===== config.mk =====
export PLATFORM = sky130hd
export DESIGN_NAME = ysyx_22041071_axi_rd_arb
export DESIGN_NICKNAME = d
export VERILOG_FILES = /design/src/rtl/ysyx_22041071_axi_rd_arb_pkg.sv /design/src/rtl/ysyx_22041071_axi_rd_arb_rr_arb2.sv /design/src/rtl/ysyx_22041071_axi_rd_arb.sv
export SDC_FILE = /design/constraint.sdc
export NUM_CORES = 1
export LEC_CHECK = 0
export CORE_AREA = 2 2 163 165
export DETAILED_ROUTE_END_ITERATION = 16
export DIE_AREA = 0 0 165 167
export GPL_ROUTABILITY_DRIVEN = 0
export PLACE_DENSITY = 0.66
export SYNTH_ARGS = -nofsm -noshare
export SYNTH_HDL_FRONTEND = slang
export SYNTH_SLANG_ARGS = --single-unit

===== constraint.sdc =====
create_clock -name clk -period 1.5 [get_ports clk]
set_input_delay 0.3 -clock clk [delete_from_list [all_inputs] [get_ports clk]]
set_output_delay 0.3 -clock clk [all_outputs]
set_load 0.01 [all_outputs]

===== src/rtl/ysyx_22041071_axi_rd_arb_pkg.sv =====
// ysyx_22041071_axi_rd_arb_pkg
//   Shared definitions for the IF/MEM read arbiter: FSM state encoding,
//   requester IDs, AXI response codes and the address alignment helper.
//   The optional alignment check is enabled with
//   YSYX_22041071_RD_ARB_ALIGN_CHECK_EN (see ysyx_22041071_axi_rd_arb).
package ysyx_22041071_axi_rd_arb_pkg;

  typedef enum logic [1:0] {
    ST_IDLE  = 2'd0,
    ST_ISSUE = 2'd1,
    ST_WAIT  = 2'd2,
    ST_RESP  = 2'd3
  } arb_state_e;

  // Requester index; also the value driven on cpu_id.
  localparam logic ID_IF  = 1'b0;
  localparam logic ID_MEM = 1'b1;

  localparam logic [1:0] RESP_OKAY   = 2'b00;
  localparam logic [1:0] RESP_SLVERR = 2'b10;

  // True when the low address bits are not a multiple of the access size.
  function automatic logic is_misaligned(input logic [2:0] addr_lo,
                                         input logic [1:0] size);
    logic r;
    case (size)
      2'b00:   r = 1'b0;
      2'b01:   r = addr_lo[0];
      2'b10:   r = |addr_lo[1:0];
      default: r = |addr_lo[2:0];
    endcase
    return r;
  endfunction

endpackage


===== src/rtl/ysyx_22041071_axi_rd_arb_rr_arb2.sv =====
// ysyx_22041071_rr_arb2
//   Two-way round-robin grant. With one requester it wins; with both, the
//   one that did not win last time wins. The history updates only when the
//   grant is actually taken (i_accept).
// Ports
//   clk, rst_n   clock, asynchronous active-low reset
//   i_req[1:0]   bit0 = IF, bit1 = MEM
//   i_accept     grant consumed this cycle
//   o_grant[1:0] one-hot grant (zero when no request)
module ysyx_22041071_rr_arb2
  import ysyx_22041071_axi_rd_arb_pkg::*;
(
  input  logic       clk,
  input  logic       rst_n,
  input  logic [1:0] i_req,
  input  logic       i_accept,
  output logic [1:0] o_grant
);

  logic r_last_grant;

  always_comb begin
    o_grant = 2'b00;
    case (i_req)
      2'b01:   o_grant = 2'b01;
      2'b10:   o_grant = 2'b10;
      2'b11:   o_grant = (r_last_grant == ID_MEM) ? 2'b01 : 2'b10;
      default: o_grant = 2'b00;
    endcase
  end

  always_ff @(posedge clk or negedge rst_n) begin
    if (!rst_n) begin
      r_last_grant <= ID_MEM;
    end else if (i_accept) begin
      r_last_grant <= o_grant[1];
    end
  end

endmodule


===== src/rtl/ysyx_22041071_axi_rd_arb.sv =====
// ysyx_22041071_axi_rd_arb
//   Merges IF and MEM single-beat read requests into one cpu_* read stream,
//   one transaction outstanding, and routes the returned beat back to the
//   requester that won.
//   Optional: YSYX_22041071_RD_ARB_ALIGN_CHECK_EN rejects misaligned
//   requests locally with SLVERR / zero data and never issues them.
// Ports
//   clk, reset_n                 clock, asynchronous active-low reset
//   if_req_* / mem_req_*         request valid/addr/size in, ready out
//   if_rsp_* / mem_rsp_*         response pulse, data, resp out
//   cpu_ar_valid/id/addr/len/size/ar_ready   address handshake downstream
//   cpu_r_valid/r_data/r_resp    returned beat from downstream
//
//   state | meaning
//   IDLE  | no transaction; ready offered to the round-robin winner
//   ISSUE | cpu_ar_valid high with latched fields, waiting for ar_ready
//   WAIT  | address accepted, waiting for the single read beat
//   RESP  | one-cycle response pulse to the winner
module ysyx_22041071_axi_rd_arb
  import ysyx_22041071_axi_rd_arb_pkg::*;
#(
  parameter int ADDR_W = 64,
  parameter int DATA_W = 64,
  parameter int ID_W   = 4,
  parameter int LEN_W  = 8,
  parameter int RESP_W = 2
) (
  input  logic              clk,
  input  logic              reset_n,

  input  logic              if_req_valid,
  input  logic [ADDR_W-1:0] if_req_addr,
  input  logic [1:0]        if_req_size,
  output logic              if_req_ready,
  output logic              if_rsp_valid,
  output logic [DATA_W-1:0] if_rsp_data,
  output logic [RESP_W-1:0] if_rsp_resp,

  input  logic              mem_req_valid,
  input  logic [ADDR_W-1:0] mem_req_addr,
  input  logic [1:0]        mem_req_size,
  output logic              mem_req_ready,
  output logic              mem_rsp_valid,
  output logic [DATA_W-1:0] mem_rsp_data,
  output logic [RESP_W-1:0] mem_rsp_resp,

  output logic              cpu_ar_valid,
  output logic [ID_W-1:0]   cpu_id,
  output logic [ADDR_W-1:0] cpu_addr,
  output logic [LEN_W-1:0]  cpu_len,
  output logic [1:0]        cpu_size,
  input  logic              cpu_ar_ready,
  input  logic              cpu_r_valid,
  input  logic [DATA_W-1:0] cpu_r_data,
  input  logic [RESP_W-1:0] cpu_r_resp
);

  arb_state_e        r_state;
  arb_state_e        w_state_nxt;
  logic              r_who;
  logic [ADDR_W-1:0] r_addr;
  logic [1:0]        r_size;
  logic [DATA_W-1:0] r_if_data;
  logic [DATA_W-1:0] r_mem_data;
  logic [RESP_W-1:0] r_if_resp;
  logic [RESP_W-1:0] r_mem_resp;

  logic [1:0]        w_req;
  logic [1:0]        w_grant;
  logic              w_accept;
  logic              w_win;
  logic [ADDR_W-1:0] w_win_addr;
  logic [1:0]        w_win_size;
  logic              w_misalign;
  logic              w_beat;

  assign w_req      = {mem_req_valid, if_req_valid};
  assign w_accept   = (r_state == ST_IDLE) && (|w_req);
  assign w_win      = w_grant[1];
  assign w_win_addr = w_win ? mem_req_addr : if_req_addr;
  assign w_win_size = w_win ? mem_req_size : if_req_size;
  // A beat counts only after the address handshake; strays are dropped.
  assign w_beat     = (r_state == ST_WAIT) && cpu_r_valid;

`ifdef YSYX_22041071_RD_ARB_ALIGN_CHECK_EN
  assign w_misalign = is_misaligned(w_win_addr[2:0], w_win_size);
`else
  assign w_misalign = 1'b0;
`endif

  ysyx_22041071_rr_arb2 u_rr_arb2 (
    .clk      (clk),
    .rst_n    (reset_n),
    .i_req    (w_req),
    .i_accept (w_accept),
    .o_grant  (w_grant)
  );

  always_ff @(posedge clk or negedge reset_n) begin
    if (!reset_n) begin
      r_state <= ST_IDLE;
    end else begin
      r_state <= w_state_nxt;
    end
  end

  always_comb begin
    w_state_nxt   = r_state;
    if_req_ready  = 1'b0;
    mem_req_ready = 1'b0;
    cpu_ar_valid  = 1'b0;
    if_rsp_valid  = 1'b0;
    mem_rsp_valid = 1'b0;
    case (r_state)
      ST_IDLE: begin
        if (w_accept) begin
          if_req_ready  = ~w_win;
          mem_req_ready = w_win;
          w_state_nxt   = w_misalign ? ST_RESP : ST_ISSUE;
        end
      end
      ST_ISSUE: begin
        cpu_ar_valid = 1'b1;
        if (cpu_ar_ready) w_state_nxt = ST_WAIT;
      end
      ST_WAIT: begin
        if (cpu_r_valid) w_state_nxt = ST_RESP;
      end
      ST_RESP: begin
        if_rsp_valid  = (r_who == ID_IF);
        mem_rsp_valid = (r_who == ID_MEM);
        w_state_nxt   = ST_IDLE;
      end
      default: w_state_nxt = ST_IDLE;
    endcase
  end

  // Response data is written straight into the winner's holding register,
  // so each master keeps its last response until its next one.
  always_ff @(posedge clk or negedge reset_n) begin
    if (!reset_n) begin
      r_who      <= ID_IF;
      r_addr     <= '0;
      r_size     <= '0;
      r_if_data  <= '0;
      r_if_resp  <= '0;
      r_mem_data <= '0;
      r_mem_resp <= '0;
    end else begin
      if (w_accept) begin
        r_who  <= w_win;
        r_addr <= w_win_addr;
        r_size <= w_win_size;
      end
      if (w_accept && w_misalign) begin
        if (w_win == ID_MEM) begin
          r_mem_data <= '0;
          r_mem_resp <= RESP_W'(RESP_SLVERR);
        end else begin
          r_if_data  <= '0;
          r_if_resp  <= RESP_W'(RESP_SLVERR);
        end
      end else if (w_beat) begin
        if (r_who == ID_MEM) begin
          r_mem_data <= cpu_r_data;
          r_mem_resp <= cpu_r_resp;
        end else begin
          r_if_data  <= cpu_r_data;
          r_if_resp  <= cpu_r_resp;
        end
      end
    end
  end

  assign cpu_id       = ID_W'(r_who);
  assign cpu_addr     = r_addr;
  assign cpu_len      = '0;
  assign cpu_size     = r_size;
  assign if_rsp_data  = r_if_data;
  assign if_rsp_resp  = r_if_resp;
  assign mem_rsp_data = r_mem_data;
  assign mem_rsp_resp = r_mem_resp;

endmodule


==> results of run 1 <==
## area by class of cell
class / instances / area (µm²)
Clock buffer: 35 / 661
Tap cell: 335 / 419
Sequential cell: 202 / 5060
Multi-Input combinational cell: 297 / 3270
Fill cell: 2184 / 11200
Timing Repair Buffer: 483 / 5110
Inverter: 5 / 18.8
Antenna cell: 1 / 2.50
Clock inverter: 4 / 70.1
## Yosys cell counts
master,number
buf_6,7
nor2_1,1
nand3b_1,1
nand3_1,1
inv_1,5
a22o_1,1
a221o_1,66
dfstp_2,1
clkbuf_1,5
buf_2,12
o21ai_2,1
mux2_2,93
a222oi_1,1
ha_1,5
conb_1,1
dfrtp_1,201
a21o_1,2
a21oi_2,2
mux2_1,40
nor2b_1,1
buf_1,1
and2_1,14
o32a_1,1
and2_0,53
nand2_1,2
buf_4,22
## state kept, by name, indices dropped and copies added, names as in the netlist
signal                  count
r_who                       1
cpu_addr                   64
u_rr_arb2.r_last_grant      1
mem_rsp_resp                2
r_state                     2
if_rsp_data                64
if_rsp_resp                 2
cpu_size                    2
mem_rsp_data               64
## power by group through the flow
| stage | clock (mW) | combinational, mW | sequential (mW) |
|---|---|---|---|
| floorplan | 0 | 4.46 | 10.8 |
| CTS | 5.61 | 13.4 | 9.59 |
| global route | 5.86 | 15.2 | 10.0 |
| finish | 5.48 | 14.2 | 9.67 |
| detailed placement | 0 | 13.4 | 9.64 |
| global placement | 0 | 13.2 | 9.62 |
## final timing paths
| kind | start | endpoint | slack, ps |
|---|---|---|---|
| worst max-delay path | r_state[0]$_DFFE_PN0P_ | mem_rsp_valid | -290 |
| worst min-delay path | reset_n | if_rsp_data[42]$_DFFE_PN0P_ | 300 |
| worst max register to register | r_state[0]$_DFFE_PN0P_ | mem_rsp_data[47]$_DFFE_PN0P_ | -260 |
| worst min register to register | if_rsp_data[48]$_DFFE_PN0P_ | if_rsp_data[48]$_DFFE_PN0P_ | 500 |
| max in group asynchronous | reset_n | u_rr_arb2.r_last_grant$_DFFE_PN1N_ | 600 |
| min in group clk | if_req_addr[60] | cpu_addr[60]$_DFFE_PN0N_ | 410 |
## routing by layer
layer	vias up	wire length, µm	global-route usage (%)
li1	2902	-	-
met1	3186	11200	22.9
met2	291	14600	33.6
met3	32	2510	5.73
met4	0	464	4.80
met5	-	0	0
## logic make-up after synthesis
group,after synthesis
flops,202
mux,133
compound gates,74
simple gates,73
buf+inv,52
fa+ha+maj,5
other cells,1
## stage by stage
| stage | TNS, ps | setup slack, ps | total power [mW] | cells | area [µm²] |
|---|---|---|---|---|---|
| after global routing | -49910 | -371 | 31.1 | 1361 | 14600 |
| after global placement | -60490 | -525 | 22.9 | 1283 | 12900 |
| after detailed placement | -63990 | -551 | 23.1 | 1283 | 12900 |
| final | -33720 | -294 | 29.4 | 1362 | 14600 |
| after CTS | -62300 | -372 | 28.6 | 1352 | 14300 |
| after floorplan | -529 | -11.5 | 15.3 | 550 | 8220 |
## what timing repair did
item,in CTS,in global routing
buffers inserted,19,7
hold buffers,1,0
pin swaps,4,3
endpoints found under the setup margin,403,292
hold endpoints to repair,34,0
gates resized for setup,357,129
cloned,10,11
==> results.json, run 1 <==
{
  "synthSimpleGateAreaFrac_pct": 5.51,
  "worstPathMaxFanout": 3,
  "fp.dieH_um": 167,
  "coreArea_um2": 25800,
  "syn_area_per_cell_um2": 15.1,
  "final.setup.worst_slack_ps": -294,
  "routed_wirelength_um": 28800,
  "cts_tree": "yes",
  "drt-pass1-iter-count": 5,
  "synthAdderAreaFrac_pct": 0.768,
  "crit_path_top_delay_cell": "dfrtp_1",
  "cts_buffers": 22,
  "critPathTopFamily": "flip-flops",
  "io_pins": 419,
  "grtUsageTotal_pct": 19.2,
  "rows": 59,
  "p_sw_share_pct": 31.5,
  "finalMaxSlewViolations": 0,
  "final_cell_mix": "clkdlybuf4s50_1, dfrtp_1, clkdlybuf4s15_1",
  "final_util_pct": 56.7,
  "nets": 1220,
  "yosysTopAreaCellShare_pct": 61.8,
  "p_per_area_nw_per_um2": 2010,
  "internal_power_mw": 20.1,
  "ys_top_cells_by_area": "dfrtp_1, mux2_2, a221o_1",
  "rsz0062_at_grt": "true",
  "grt_max_degree": 67,
  "grt_pass1_wl_um": 41000,
  "synth_compound_area_share_pct": 8.97,
  "drc": 0,
  "critPathCaptureType": "output pin",
  "skew_ps": 9.11,
  "num_vias": 6411,
  "finalSetupViolCount": 205,
  "hold_viol": 0,
  "layout_commonest_cell": "clkdlybuf4s50_1",
  "hold_path.class": "input port to async pin",
  "ant_nets": 0,
  "vdd_ir_drop_max_mv": 1.11,
  "grt_antenna_before_repair": 1,
  "die-area_um2": 27600,
  "pwr-share-clk_pct": 18.7,
  "relSlewSlack_pct": 64.4,
  "synth_top_cell_by_area": "dfrtp_1",
  "clk_latency_ps": 490,
  "drt_iter0_drc": 318,
  "cts_num_sinks": 202,
  "grt_pass1_vias": 6882,
  "syn_area_um2": 8150,
  "rr_worst_depth": 9,
  "netlist_instances": 540,
  "synth_top_family_by_area": "multiplexers",
  "status": "finished with violations",
  "worstMarginPinSlew_ps": 532,
  "overflow": 0,
  "h-tree-depth": 1,
  "critPathMaxStageDelay_ps": 390,
  "finalCritPeriodShare_pct": 120,
  "port_buffers": 407,
  "violations": "negative setup slack",
  "p_leak_nw": 6.88,
  "critical_path_class": "register to output pin",
  "clock_path_buffers": 3,
  "path_cells": "buf_4 -> ha_2 -> and2_1 -> buf_2",
  "root_buffer": "clkbuf_16",
  "synth_xor_area_share_pct": 0,
  "whs_ps": 300,
  "cp_num_buf_inv": 2,
  "drive_gt1_share_pct": 25.6,
  "crit_required_ps": 1200,
  "synth_seq_cells": 202,
  "routedWlPerCell_um": 21.1,
  "setup.worst_path.start_class": "register",
  "die_w_um": 165,
  "crit_arrival_ps": 1490,
  "synth_mux_area_share_pct": 18.4,
  "vias_per_cell": 4.71,
  "p_switching_mw": 9.25,
  "path_clk_slew_ps": 60,
  "crit_cells": 4,
  "start_util_pct": 31.6,
  "layout_min_cycle_time_ps": 1790,
  "ys_warn_count": 0,
  "max_freq_ghz": 0.558,
  "area_growth_pct": 79.3,
  "synth_cell_types": 26,
  "p_seq_share_pct": 32.9,
  "synth_seq_area_share_pct": 62.1,
  "comb_power_share_pct": 48.4,
  "hpwl_um": 18900,
  "cap_violations": 0
}
Power figures use the tool's default switching activity.
==> run 2, diff against run 1 <==
Settings changed: PLACE_DENSITY 0.66 to 0.75.
==> results.json, run 2 (same netlist as run 1, synthesis figures left out) <==
{
  "status": "finished with violations",
  "violations": "negative setup slack",
  "whs_ps": 292,
  "vdd_ir_drop_max_mv": 1.05,
  "finalSetupViolCount": 205,
  "path_cells": "inv_2 -> ha_4 -> nand2_4 -> a21oi_4 -> buf_6",
  "drive_gt1_share_pct": 25.7,
  "cap_violations": 0,
  "hold_path.class": "input port to async pin",
  "grt_max_degree": 67,
  "p_per_area_nw_per_um2": 2040,
  "layout_min_cycle_time_ps": 1840,
  "die_w_um": 165,
  "finalCritPeriodShare_pct": 122,
  "root_buffer": "clkbuf_16",
  "max_freq_ghz": 0.544,
  "rows": 59,
  "power_mw": 30.1,
  "cts_num_sinks": 202,
  "num_vias": 6578,
  "crit_arrival_ps": 1540,
  "rsz0062_at_grt": "true",
  "area_growth_pct": 81.5,
  "grt_pass1_wl_um": 42000,
  "clk_latency_ps": 510,
  "drc": 0,
  "p_leak_nw": 6.81,
  "grt_antenna_before_repair": 5,
  "io_pins": 419,
  "overflow": 0,
  "drt-pass1-iter-count": 4,
  "fp.dieH_um": 167,
  "port_buffers": 407,
  "h-tree-depth": 1,
  "grt_pass1_vias": 7021,
  "routedWlPerCell_um": 21.8,
  "finalMaxSlewViolations": 0,
  "worstPathMaxFanout": 3,
  "critical_path_class": "register to output pin",
  "setup.worst_path.start_class": "register",
  "ant_nets": 0,
  "vias_per_cell": 4.79,
  "drt_iter0_drc": 285,
  "final.setup.worst_slack_ps": -337,
  "hpwl_um": 19300,
  "critPathMaxStageDelay_ps": 390,
  "cts_buffers": 22,
  "path_clk_slew_ps": 60,
  "grtUsageTotal_pct": 19.8,
  "clock_path_buffers": 3,
  "die-area_um2": 27600,
  "final_cell_mix": "clkdlybuf4s50_1, dfrtp_1, clkdlybuf4s15_1",
  "layout_commonest_cell": "clkdlybuf4s50_1",
  "routed_wirelength_um": 30000,
  "critPathCaptureType": "output pin",
  "crit_required_ps": 1200,
  "crit_path_top_delay_cell": "dfrtp_1",
  "coreArea_um2": 25800,
  "hold_viol": 0,
  "nets": 1229,
  "cts_tree": "yes",
  "skew_ps": 12.8,
  "start_util_pct": 31.6
}
run 2: area by class of cell:
type | instances | area, µm²
Clock inverter | 8 | 145
Inverter | 5 | 18.8
Multi-Input combinational cell | 297 | 3140
Clock buffer | 30 | 672
Timing Repair Buffer | 492 | 5320
Antenna cell | 4 | 10.0
Sequential cell | 202 | 5060
Tap cell | 335 | 419
Fill cell | 2070 | 11000
run 2: worst max-delay path: cells and delay by family, from the launching register on:
family | cells | cell delay (ps)
flops | 1 | 390
buf+inv | 2 | 230
compound gates | 1 | 200
fa+ha+maj | 1 | 160
simple gates | 1 | 50
run 2: per-stage QoR:
stage	cell area (µm²)	std cells	utilization [%]	TNS (ps)	worst slack, ps
CTS	14200	1352	55.3	-35800	-389
detailed placement	12800	1281	49.7	-73390	-608
floorplan	8220	550	-	-529	-11.5
global route	14800	1373	57.4	-44800	-392
finish	14800	1373	57.4	-34710	-337
global placement	12800	1281	49.7	-68200	-571
run 2: path summary, 6_finish.rpt:
kind                                              start                            to  slack [ps]  cells past startpoint
setup / recovery                 r_state[1]$_DFFE_PN0P_                 mem_req_ready        -340                      5
hold / removal                                  reset_n  mem_rsp_data[41]$_DFFE_PN0P_         290                      2
setup reg to reg                 r_state[0]$_DFFE_PN0P_  mem_rsp_data[33]$_DFFE_PN0P_        -290                      9
hold reg to reg            mem_rsp_data[56]$_DFFE_PN0P_  mem_rsp_data[56]$_DFFE_PN0P_         490                      1
max in group asynchronous                       reset_n  mem_rsp_data[49]$_DFFE_PN0P_         600                      3
min in group clk                        if_req_addr[38]      cpu_addr[38]$_DFFE_PN0N_         400                      2
run 2: metal layers:
layer / routed length [µm] / vias up / global-route usage (%) / part of all wire [%]
met5: 0 / - / 0 / 0
met4: 620 / 0 / 5.60 / 2.1
met3: 2380 / 40 / 5.03 / 7.9
met2: 15400 / 307 / 35.4 / 51
met1: 11600 / 3318 / 23.4 / 39
li1: - / 2913 / - / -
run 2: report_power, final:
part,internal (mW),switching [mW],leakage [nW]
sequential,8.20,1.53,2.45
combinational,8.51,5.78,3.96
clock,3.81,2.26,0.398
total,20.5,9.56,6.81
run 2: repair_timing:
action | 4_1_cts | 5_1_grt
pin swaps | 4 | 2
endpoints found under the hold margin | 24 | 0
buffers inserted | 21 | 6
endpoints found under the setup margin | 403 | 298
gates cloned | 12 | 11
hold buffers | 1 | 0
gates resized for setup | 362 | 143
